===== src/rtl/uart_tx_arbiter_pkg.sv =====
// Shared configuration and types for the UART transmit arbiter.
// Holds the core count, arbiter state encoding and the newline byte.
package taiga_config;
   localparam int NUM_CPUS = 2;
endpackage

package taiga_types;
   typedef enum logic {
      ARB_IDLE   = 1'b0,
      ARB_LOCKED = 1'b1
   } arb_state_t;

   localparam logic [7:0] UART_NEWLINE = 8'h0A;
endpackage


===== src/rtl/uart_tx_arbiter_if.sv =====
// Per-core write ports and the shared transmit sink of the arbiter.
// slave: the arbiter side; master: the cores and the sink.
interface uart_tx_arbiter_if #(
   parameter int NUM_PORTS = taiga_config::NUM_CPUS,
   parameter int SRC_W     = $clog2(NUM_PORTS)
);
   logic [NUM_PORTS-1:0]      wr_valid;
   logic [NUM_PORTS-1:0][7:0] wr_data;
   logic [NUM_PORTS-1:0]      wr_ready;
   logic                      tx_valid;
   logic [7:0]                tx_data;
   logic [SRC_W-1:0]          tx_src;
   logic                      tx_ready;
   logic                      locked;

   modport slave (
      input  wr_valid, wr_data, tx_ready,
      output wr_ready, tx_valid, tx_data, tx_src, locked
   );

   modport master (
      output wr_valid, wr_data, tx_ready,
      input  wr_ready, tx_valid, tx_data, tx_src, locked
   );
endinterface


===== src/rtl/uart_tx_arbiter_fifo.sv =====
// Single-port byte FIFO buffering one core's console output.
// Pointers wrap naturally because DEPTH is a power of two.
module uart_byte_fifo #(
   parameter int DEPTH = 8
) (
   input  logic       clk,
   input  logic       rst,
   input  logic       push,
   input  logic       pop,
   input  logic [7:0] din,
   output logic       full,
   output logic       empty,
   output logic [7:0] head
);
   localparam int AW = $clog2(DEPTH);
   localparam int CW = AW + 1;

   logic [7:0]    mem_q [DEPTH];
   logic [7:0]    mem_d [DEPTH];
   logic [AW-1:0] wr_ptr_q, wr_ptr_d;
   logic [AW-1:0] rd_ptr_q, rd_ptr_d;
   logic [CW-1:0] count_q, count_d;
   logic          push_ok, pop_ok;

   assign full    = (count_q == CW'(DEPTH));
   assign empty   = (count_q == '0);
   assign head    = mem_q[rd_ptr_q];
   assign push_ok = push & ~full;
   assign pop_ok  = pop & ~empty;

   // Next storage, pointer and occupancy values.
   always_comb begin
      mem_d    = mem_q;
      wr_ptr_d = wr_ptr_q;
      rd_ptr_d = rd_ptr_q;
      count_d  = count_q;
      if (push_ok) begin
         mem_d[wr_ptr_q] = din;
         wr_ptr_d        = wr_ptr_q + 1'b1;
      end
      if (pop_ok) begin
         rd_ptr_d = rd_ptr_q + 1'b1;
      end
      case ({push_ok, pop_ok})
         2'b10:   count_d = count_q + 1'b1;
         2'b01:   count_d = count_q - 1'b1;
         default: count_d = count_q;
      endcase
   end

   // State registers; reset empties the FIFO.
   always_ff @(posedge clk or posedge rst) begin
      if (rst) begin
         mem_q    <= '{default: '0};
         wr_ptr_q <= '0;
         rd_ptr_q <= '0;
         count_q  <= '0;
      end else begin
         mem_q    <= mem_d;
         wr_ptr_q <= wr_ptr_d;
         rd_ptr_q <= rd_ptr_d;
         count_q  <= count_d;
      end
   end
endmodule


===== src/rtl/uart_tx_arbiter.sv =====
// Round-robin arbiter sharing one UART sink between several cores.
// A grant is held until a newline, the hold limit or an idle timeout.
module uart_tx_arbiter
   import taiga_types::*;
#(
   parameter int NUM_PORTS    = taiga_config::NUM_CPUS,
   parameter int FIFO_DEPTH   = 8,
   parameter int MAX_HOLD     = 64,
   parameter int IDLE_TIMEOUT = 256
) (
   input logic             clk,
   input logic             rst,
   uart_tx_arbiter_if.slave bus
);
   localparam int SRC_W = $clog2(NUM_PORTS);
   localparam int HW    = $clog2(MAX_HOLD + 1);
   localparam int IW    = $clog2(IDLE_TIMEOUT + 1);

   logic [NUM_PORTS-1:0] full, empty, pop;
   logic [7:0]           head [NUM_PORTS];

   arb_state_t       state_q;
   logic [SRC_W-1:0] owner_q, last_owner_q;
   logic [HW-1:0]    hold_cnt_q;
   logic [IW-1:0]    idle_cnt_q;

   logic             grant_found;
   logic [SRC_W-1:0] grant_idx;
   logic             owner_empty, accept;
   logic [7:0]       owner_head;
   logic [HW-1:0]    hold_inc;
   logic [IW-1:0]    idle_inc;
   logic             hold_hit, nl_hit, idle_hit, idle_sat;

   for (genvar g = 0; g < NUM_PORTS; g++) begin : g_fifo
      uart_byte_fifo #(.DEPTH(FIFO_DEPTH)) u_fifo (
         .clk   (clk),
         .rst   (rst),
         .push  (bus.wr_valid[g] & ~full[g]),
         .pop   (pop[g]),
         .din   (bus.wr_data[g]),
         .full  (full[g]),
         .empty (empty[g]),
         .head  (head[g])
      );
   end

   assign bus.wr_ready = ~full;

   assign owner_empty = empty[owner_q];
   assign owner_head  = head[owner_q];
   assign accept      = bus.tx_valid & bus.tx_ready;
   assign pop         = accept ? (NUM_PORTS'(1) << owner_q) : '0;

   assign hold_inc = hold_cnt_q + 1'b1;
   assign idle_inc = idle_cnt_q + 1'b1;
   assign hold_hit = (hold_inc == HW'(MAX_HOLD));
   assign nl_hit   = (owner_head == UART_NEWLINE);
   assign idle_sat = (idle_cnt_q == IW'(IDLE_TIMEOUT));
   assign idle_hit = owner_empty & (idle_inc == IW'(IDLE_TIMEOUT));

   assign bus.locked   = (state_q == ARB_LOCKED);
   assign bus.tx_valid = bus.locked & ~owner_empty;
   assign bus.tx_data  = bus.locked ? owner_head : 8'h00;
   assign bus.tx_src   = bus.locked ? owner_q : last_owner_q;

   // First non-empty port after the previous owner, with wrap.
   always_comb begin
      grant_found = 1'b0;
      grant_idx   = last_owner_q;
      for (int k = NUM_PORTS; k >= 1; k--) begin
         if (!empty[(int'(last_owner_q) + k) % NUM_PORTS]) begin
            grant_found = 1'b1;
            grant_idx   = SRC_W'((int'(last_owner_q) + k) % NUM_PORTS);
         end
      end
   end

   // Grant FSM with hold and idle counters.
   always_ff @(posedge clk or posedge rst) begin
      if (rst) begin
         state_q      <= ARB_IDLE;
         owner_q      <= '0;
         last_owner_q <= SRC_W'(NUM_PORTS - 1);
         hold_cnt_q   <= '0;
         idle_cnt_q   <= '0;
      end else begin
         case (state_q)
            ARB_IDLE: begin
               if (grant_found) begin
                  state_q    <= ARB_LOCKED;
                  owner_q    <= grant_idx;
                  hold_cnt_q <= '0;
                  idle_cnt_q <= '0;
               end
            end
            ARB_LOCKED: begin
               if (accept) begin
                  hold_cnt_q <= hold_inc;
                  idle_cnt_q <= '0;
                  if (nl_hit || hold_hit) begin
                     state_q      <= ARB_IDLE;
                     last_owner_q <= owner_q;
                  end
               end else if (owner_empty) begin
                  if (!idle_sat) idle_cnt_q <= idle_inc;
                  if (idle_hit) begin
                     state_q      <= ARB_IDLE;
                     last_owner_q <= owner_q;
                  end
               end
            end
            default: state_q <= ARB_IDLE;
         endcase
      end
   end
endmodule

===== src/flat_wrapper.sv =====
// flat-port wrapper written by rule: the top's interface ports become plain ports
module uart_tx_arbiter_flat import taiga_types::*;
#(
   parameter int NUM_PORTS    = taiga_config::NUM_CPUS,
   parameter int FIFO_DEPTH   = 8,
   parameter int MAX_HOLD     = 64,
   parameter int IDLE_TIMEOUT = 256
)
  (clk, rst, bus_wr_valid, bus_wr_data, bus_tx_ready, bus_wr_ready, bus_tx_valid, bus_tx_data, bus_tx_src, bus_locked);
  uart_tx_arbiter_if #(.NUM_PORTS(NUM_PORTS)) bus_i ();
  input logic clk;
  input logic rst;
  input wire logic [$bits(bus_i.wr_valid)-1:0] bus_wr_valid;
  input wire logic [$bits(bus_i.wr_data)-1:0] bus_wr_data;
  input wire logic [$bits(bus_i.tx_ready)-1:0] bus_tx_ready;
  output wire logic [$bits(bus_i.wr_ready)-1:0] bus_wr_ready;
  output wire logic [$bits(bus_i.tx_valid)-1:0] bus_tx_valid;
  output wire logic [$bits(bus_i.tx_data)-1:0] bus_tx_data;
  output wire logic [$bits(bus_i.tx_src)-1:0] bus_tx_src;
  output wire logic [$bits(bus_i.locked)-1:0] bus_locked;
  assign bus_i.wr_valid = bus_wr_valid;
  assign bus_i.wr_data = bus_wr_data;
  assign bus_i.tx_ready = bus_tx_ready;
  assign bus_wr_ready = bus_i.wr_ready;
  assign bus_tx_valid = bus_i.tx_valid;
  assign bus_tx_data = bus_i.tx_data;
  assign bus_tx_src = bus_i.tx_src;
  assign bus_locked = bus_i.locked;
  uart_tx_arbiter #(.NUM_PORTS(NUM_PORTS), .FIFO_DEPTH(FIFO_DEPTH), .MAX_HOLD(MAX_HOLD), .IDLE_TIMEOUT(IDLE_TIMEOUT)) u_core (.clk(clk), .rst(rst), .bus(bus_i));
endmodule

===== config.mk =====
export PLATFORM = sky130hd
export DESIGN_NAME = uart_tx_arbiter_flat
export DESIGN_NICKNAME = d
export VERILOG_FILES = /design/src/rtl/uart_tx_arbiter_pkg.sv /design/src/rtl/uart_tx_arbiter_if.sv /design/src/rtl/uart_tx_arbiter_fifo.sv /design/src/rtl/uart_tx_arbiter.sv /design/src/flat_wrapper.sv
export SDC_FILE = /design/constraint.sdc
export NUM_CORES = 1
export LEC_CHECK = 0
export CORE_UTILIZATION = 40
export CTS_CLUSTER_DIAMETER = 150
export DETAILED_ROUTE_END_ITERATION = 10
export SETUP_SLACK_MARGIN = 0.15
export SYNTH_ARGS = -nofsm -noshare
export SYNTH_HDL_FRONTEND = slang
export SYNTH_SLANG_ARGS = --single-unit

===== constraint.sdc =====
create_clock -name clk -period 5.7 [get_ports clk]
set_input_delay 1.425 -clock clk [delete_from_list [all_inputs] [get_ports clk]]
set_output_delay 1.425 -clock clk [all_outputs]
set_load 0.03 [all_outputs]

==> results.yml, run 1 <==
power_and_ir_drop:
  static-leakage-power_nw: 3.95
  pwr-share-comb_pct: 40.4
  clkPwrFrac_pct: 19.9
  vdd_ir_drop_max_uv: 395
  p_total_w: 0.00568
  cellInternalPower_w: 0.00370
  power_per_cell_area_nw_per_um2: 598
  switching_portion_of_total_power_pct: 34.8
  power.net_switching_w: 0.00198
  power.share.sequential_pct: 39.7
timing:
  setup_repair_after_global_routing_missed_its_margin: "false"
  setup_slack_ns: 0.993
  max_freq_ghz: 0.212
  post-route-period-util_pct: 82.6
  max-slew-margin-rel_pct: 30.4
  worstMarginPinSlew_ns: 1.04
  hold_slack_ns: 0.490
  final.min_clock_period_ns: 4.71
  setup_viol_count_final: 0
  final-hold-violation-count: 0
  clock_skew_ns: 0.00799
  finalMaxSlewViolations: 0
  fin_tns_setup_ns: 0
placed_design:
  dpl.hpwl_um: 11600
  port-buffer-count: 33
  final_gp_congestion: 0.717
  dp_worst_setup_slack_ns: 1.40
yosys:
  ys_top_cells_by_area: "dfrtp_1 49%, mux2_2 17%, mux4_1 6.2%, mux4_2 3.2%, ha_1 2.1%"
  synth-edff-count: 0
  syn_nets: 642
  synth_area_sq_um: 8450
  dominantRegCellSynth: "dfrtp_1"
  sequential_share_of_the_synthesized_area_pct: 49.4
  post-synth-top-area-fraction_pct: 49.1
  ys_seq_elements: 167
  syn-mean-instance-area_sq_um: 13.9
  synth.lib_cells_used.distinct: 60
  yosysWarnings: 0
  ys_async_sr_fraction_pct: 100
  yosysTopAreaCell: "dfrtp_1"
  syn_inst: 607
cts:
  worstSkewPairLatency_ns: 0.42
  clkSinkCount: 167
  clk_pin_slew_ns: 0.06
  cts.hold.buffers_added: 0
  cts-resized-gates: 0
  cts_inserted_buffers: 17
  ctsRootBufferMaster: "clkbuf_16"
  htree_num_levels: 4
  cts_tree: "yes"
  cts_post_setup_buffers_inserted: 0
  cts.path.max_buffers: 2
detailed_routing:
  post-route-drc-count: 0
  drt-initial-drc-count: 363
  vias: 5012
  met1_length_um: 8410
  drt_pre_antenna_iters: 4
  vias_per_cell: 5.48
  routed-wl-met3_um: 546
  routed_wire_length_per_instance_um: 19.3
  routed-wl-met2_um: 8500
  drtAntennaViolNets: 0
  routed_wirelength_um: 17600
  highest-signal-layer: "met4"
job:
  max_cap_viol_count: 0
die:
  floorplan.die.height_um: 147
  floorplan.io_pins: 34
  start_util_pct: 41.3
  die_width_um: 147
  die_area_sq_um: 21700
  placementRows: 52
  coreArea_sq_um: 20500
setup_path:
  critPathRequiredTime_ns: 4.28
  rr_endpoint: "u_core.g_fifo[1].u_fifo.count_q[2]"
  worstSetupPathType: "reg -> out"
  worst-r2r-cell-count: 10
  critical-path-max-stage-delay_ns: 1.03
  end_kind: "output port"
  worstPathMaxFanout: 18
  library_cell_appearing_most_often_on_the_critical_path: "mux2i_1"
  crit_path_start_kind: "register"
  regToRegSetupSlack_ns: 2.25
  worst_setup_path_startpoint: "u_core.g_fifo[0].u_fifo.rd_ptr_q[0]"
  worstSetupEndpoint: "bus_tx_data[7]"
  startpoint_of_the_lowest_slack_register_to_register_path: "u_core.owner_q"
  worstPathArrival_ns: 3.28
  crit_slowest_cell: "dfrtp_1"
  timing.critical_path.cells: "mux4_1 > mux2i_1 > mux2i_1 > and2_1 > clkdlybuf4s50_1"
cells_and_area:
  antenna_cells: 0
  nNetsFinal: 666
  layout_commonest_cell: "dfrtp_1"
  area_growth_pct: 12.2
  finish.utilization_pct: 46.3
  share_of_cells_above_drive_strength_1_pct: 30.9
  commonest_cells_after_routing_fill_and_taps_aside: "166 x dfrtp_1, 131 x mux2_2, 33 x clkdlybuf4s50_1, 32 x nand2_1, 31 x o21ai_0"
global_route:
  grt_start_max_net_pins: 168
  grt.total_usage_pct: 17.7
  overflow: 0
  first_global_vias: 5257
  grt_pass1_wl_um: 29300
  antenna_found_initial: 0
outcome:
  run_status: "finished, final reports clean"
min_path:
  min_path_type: "reg -> reg"
## worst min path at each step
stage                                      start                                 to  slack [ns]  cells past startpoint
2_1_floorplan               u_core.hold_cnt_q[6]               u_core.hold_cnt_q[6]        0.45                      1
3_3_place_gp                u_core.hold_cnt_q[6]               u_core.hold_cnt_q[6]        0.47                      1
3_5_place_dp   u_core.g_fifo[0].u_fifo.mem_q[39]  u_core.g_fifo[0].u_fifo.mem_q[39]        0.48                      1
4_1_cts                     u_core.hold_cnt_q[6]               u_core.hold_cnt_q[6]        0.49                      1
5_1_grt        u_core.g_fifo[0].u_fifo.mem_q[39]  u_core.g_fifo[0].u_fifo.mem_q[39]        0.51                      1
6_report       u_core.g_fifo[0].u_fifo.mem_q[39]  u_core.g_fifo[0].u_fifo.mem_q[39]        0.49                      1
## registers in the layout (all words and copies together) (netlist names)
register and flops:
u_core.bus.locked 1, u_core.g_fifo.u_fifo.count_q 8, u_core.g_fifo.u_fifo.mem_q 128, u_core.g_fifo.u_fifo.rd_ptr_q 6, u_core.g_fifo.u_fifo.wr_ptr_q 6, u_core.hold_cnt_q 7, u_core.idle_cnt_q 9, u_core.last_owner_q 1
u_core.owner_q 1
## synth_stat cells, drive strengths merged (10+ instances only)
library cell and number:
buf 16, xor2 10, nand2 32, dfrtp 166
mux2i 14, and2 11, nor2 21, o21ai 31
clkbuf 15, mux4 32, mux2 133, ha 14
xnor2 10
## metal layers
layer | track usage (%) | vias up
li1 | - | 2320
met1 | 24.3 | 2603
met2 | 28.3 | 78
met3 | 3.80 | 11
met4 | 5.05 | 0
met5 | 0 | -
## critical path: cells and delay by family, from the launching register on
family / cells / cell delay, ns
buffers and inverters: 1 / 0.59
DFF: 1 / 1.03
muxes: 3 / 0.99
and+or+nand+nor: 1 / 0.25
## logic make-up (layout without fill, tap and decap cells)
family,count (synthesis),count (layout),synth area share [%]
AO/OA/AOI/OAI,67,67,5.14
AND/OR/NAND/NOR,120,120,8.89
buffers and inverters,40,77,3.55
adder cells (fa/ha/maj),14,14,2.07
multiplexers,179,179,28.8
flip-flops,167,167,49.4
XOR/XNOR,20,20,2.07
## area by class of cell
class / instances / area (sq um)
Clock buffer: 20 / 457
Clock inverter: 12 / 128
Inverter: 9 / 42.5
Fill cell: 1797 / 11000
Multi-Input combinational cell: 400 / 3970
Tap cell: 270 / 338
Sequential cell: 167 / 4180
Timing Repair Buffer: 36 / 365
## power by group through the flow
stage	sequential [W]	clock [W]	combinational, W
after floorplan	0.00196	0	0.00205
after global placement	0.00222	0	0.00225
after detailed placement	0.00227	0	0.00231
after CTS	0.00225	0.00116	0.00232
after global routing	0.00235	0.00121	0.00249
final	0.00225	0.00113	0.00229
## stage by stage
stage / instances / cell area (sq um)
2_1_floorplan: 607 / 8460
3_3_place_gp: 882 / 8900
3_5_place_dp: 882 / 8900
4_1_cts: 914 / 9480
5_1_grt: 914 / 9480
6_report: 914 / 9480
No activity file was read; power rests on OpenSTA's default activity.
==> run 2, diff against run 1 <==
==> constraint.sdc (replaced) <==
create_clock -name clk -period 4.35 [get_ports clk]
set_input_delay 1.0875 -clock clk [delete_from_list [all_inputs] [get_ports clk]]
set_output_delay 1.0875 -clock clk [all_outputs]
set_load 0.03 [all_outputs]
==> run 2 against run 1 <==
Effect of this change:
- clock power rose by 31%
- critical path depth is the same
- clock skew is 0.0053 ns higher
- register-to-register slack got worse by 1.0 ns
- sequential cell count stayed put
- via count rose by 1.5%
- non-clock buffer count rose by 5
- sequential power is 31% higher
- largest power group unchanged
- highest routed layer unchanged
==> results.yml, run 2 (synthesized netlist as in run 1, its figures left out) <==
cells_and_area:
  commonest_cells_after_routing_fill_and_taps_aside: "164 x dfrtp_1, 131 x mux2_2, 33 x clkdlybuf4s50_1, 32 x nand2_1, 31 x o21ai_0"
  share_of_cells_above_drive_strength_1_pct: 31.7
  finish.utilization_pct: 46.5
  nNetsFinal: 671
  largest_register_ff_count: 128
  area_growth_pct: 12.7
  fillCellCount: 1816
  antenna_cells: 0
  largest_register: "u_core.g_fifo.u_fifo.mem_q"
  largest_registers: "u_core.g_fifo.u_fifo.mem_q (128), u_core.idle_cnt_q (9), u_core.g_fifo.u_fifo.count_q (8)"
  layout_commonest_cell: "dfrtp_1"
die:
  start_util_pct: 41.3
  die_area_sq_um: 21700
  floorplan.die.height_um: 147
  floorplan.io_pins: 34
  coreArea_sq_um: 20500
  die_width_um: 147
  placementRows: 52
power_and_ir_drop:
  cellInternalPower_w: 0.00477
  power.net_switching_w: 0.00266
  power.share.sequential_pct: 39.5
  power_per_cell_area_nw_per_um2: 780
  switching_portion_of_total_power_pct: 35.8
  vdd_ir_drop_max_uv: 617
  pwr-share-comb_pct: 40.6
  static-leakage-power_nw: 3.97
  clkPwrFrac_pct: 19.9
setup_path:
  worstPathArrival_ns: 2.88
  worstPathMaxFanout: 18
  worstSetupPathType: "reg -> out"
  library_cell_appearing_most_often_on_the_critical_path: "mux2i_1"
  critPathRequiredTime_ns: 3.26
  critical-path-max-stage-delay_ns: 0.82
  crit_slowest_cell: "dfrtp_1"
  end_kind: "output port"
  timing.critical_path.cells: "mux4_2 > mux2i_1 > mux2i_1 > and2_1 > clkdlybuf4s50_1"
  crit_path_start_kind: "register"
timing:
  setup_repair_after_global_routing_missed_its_margin: "false"
  fin_tns_setup_ns: 0
  final-hold-violation-count: 0
  finalMaxSlewViolations: 0
  setup_viol_count_final: 0
  max-slew-margin-rel_pct: 46.3
  max_freq_ghz: 0.252
  final.min_clock_period_ns: 3.97
  post-route-period-util_pct: 91.3
  clock_skew_ns: 0.0133
  worstMarginPinSlew_ns: 0.802
placed_design:
  final_gp_congestion: 0.760
  dpl.hpwl_um: 12100
  port-buffer-count: 33
cts:
  cts_inserted_buffers: 17
  cts.hold.buffers_added: 0
  ctsRootBufferMaster: "clkbuf_16"
  cts_tree: "yes"
  clkSinkCount: 167
  htree_num_levels: 4
  cts.path.max_buffers: 2
  clk_pin_slew_ns: 0.08
  worstSkewPairLatency_ns: 0.43
detailed_routing:
  drt_pre_antenna_iters: 4
  routed_wirelength_um: 17800
  vias_per_cell: 5.53
  post-route-drc-count: 0
  routed_wire_length_per_instance_um: 19.3
  vias: 5085
  drt-initial-drc-count: 235
  drtAntennaViolNets: 0
global_route:
  overflow: 0
  antenna_found_initial: 0
  grt_pass1_wl_um: 28900
  first_global_vias: 5246
  grt.total_usage_pct: 17.4
  grt_start_max_net_pins: 73
job:
  max_cap_viol_count: 0
outcome:
  run_status: "finished, final reports clean"
min_path:
  min_path_type: "reg -> reg"
-- run 2: cell count changes in the layout (fill, tap and decap cells not counted), moves of 2 or more --
cell,change
dfrtp_1,-2
clkinvlp_4,-2
clkinv_2,-4
buf_4,+4
bufinv_16,-2
inv_8,+5
dfrtp_2,+2
inv_6,+3
-- run 2: through the flow --
stage                     cell area (sq um)  hold slack, ns  power, W  worst slack (ns)  instances
after floorplan                        8460           0.451   0.00525              1.14        607
after global placement                 8950           0.475   0.00588             0.703        887
after detailed placement               8950           0.481   0.00602             0.683        887
after CTS                              9520           0.498   0.00751             0.211        919
after global routing                   9530           0.515   0.00789             0.203        919
final                                  9530           0.496   0.00743             0.378        919
-- run 2: layout make-up --
class                           instances  area (sq um)  share of cell area [%]
Inverter                                9          42.5                   0.447
Timing Repair Buffer                   41           415                    4.36
Tap cell                              270           338                    3.55
Multi-Input combinational cell        400          3970                    41.7
Clock inverter                         13           131                    1.38
Sequential cell                       167          4180                    43.9
Clock buffer                           19           443                    4.65
-- run 2: power by group through the flow --
stage,combinational (W),clock [W],sequential (W)
global placement,0.00296,0,0.00292
detailed placement,0.00306,0,0.00296
global route,0.00327,0.00157,0.00305
CTS,0.00307,0.00150,0.00294
floorplan,0.00268,0,0.00257
finish,0.00302,0.00148,0.00294
-- run 2: path summary, 6_finish.rpt --
check                                                     from                                   to  slack, ns  depth (start not counted)
max reg2reg                 u_core.g_fifo[1].u_fifo.count_q[1]   u_core.g_fifo[0].u_fifo.count_q[2]       1.24                         12
min                          u_core.g_fifo[0].u_fifo.mem_q[39]    u_core.g_fifo[0].u_fifo.mem_q[39]       0.50                          1
min reg2reg                  u_core.g_fifo[0].u_fifo.mem_q[39]    u_core.g_fifo[0].u_fifo.mem_q[39]       0.50                          1
max                        u_core.g_fifo[0].u_fifo.rd_ptr_q[1]                       bus_tx_data[7]       0.38                          5
max in group asynchronous                                  rst    u_core.g_fifo[0].u_fifo.mem_q[56]       2.64                          3
min in group asynchronous                                  rst  u_core.g_fifo[0].u_fifo.wr_ptr_q[1]       0.99                          2
-- run 2: routing by layer --
metal  vias to the layer above  GRT usage (%)  part of all wire [%]
met5                         -              0                     0
met4                         0           5.57                   1.0
met3                        11           3.24                   3.6
met2                        82           27.8                    48
met1                      2637           24.0                    47
li1                       2355              -                     -
-- run 2: what timing repair did --
item                       CTS  global route
resized for setup            0             2
setup buffers                0             0
setup endpoints to repair    0             3
-- run 2: critical path: cells and delay by family, from the launching register on --
kind / cells / cell delay (ns)
flip-flops: 1 / 0.82
buffers and inverters: 1 / 0.67
multiplexers: 3 / 0.78
AND/OR/NAND/NOR: 1 / 0.19
==> run 3, diff against run 2 <==
--- a/config.mk
+++ b/config.mk
@@ -9,6 +9,7 @@
 export CTS_CLUSTER_DIAMETER = 150
 export DETAILED_ROUTE_END_ITERATION = 10
 export SETUP_SLACK_MARGIN = 0.15
+export SLEW_MARGIN = 20
 export SYNTH_ARGS = -nofsm -noshare
 export SYNTH_HDL_FRONTEND = slang
 export SYNTH_SLANG_ARGS = --single-unit
==> results of run 3 <==
Same layout as run 2: the final DEF is identical, and so are final timing and power.
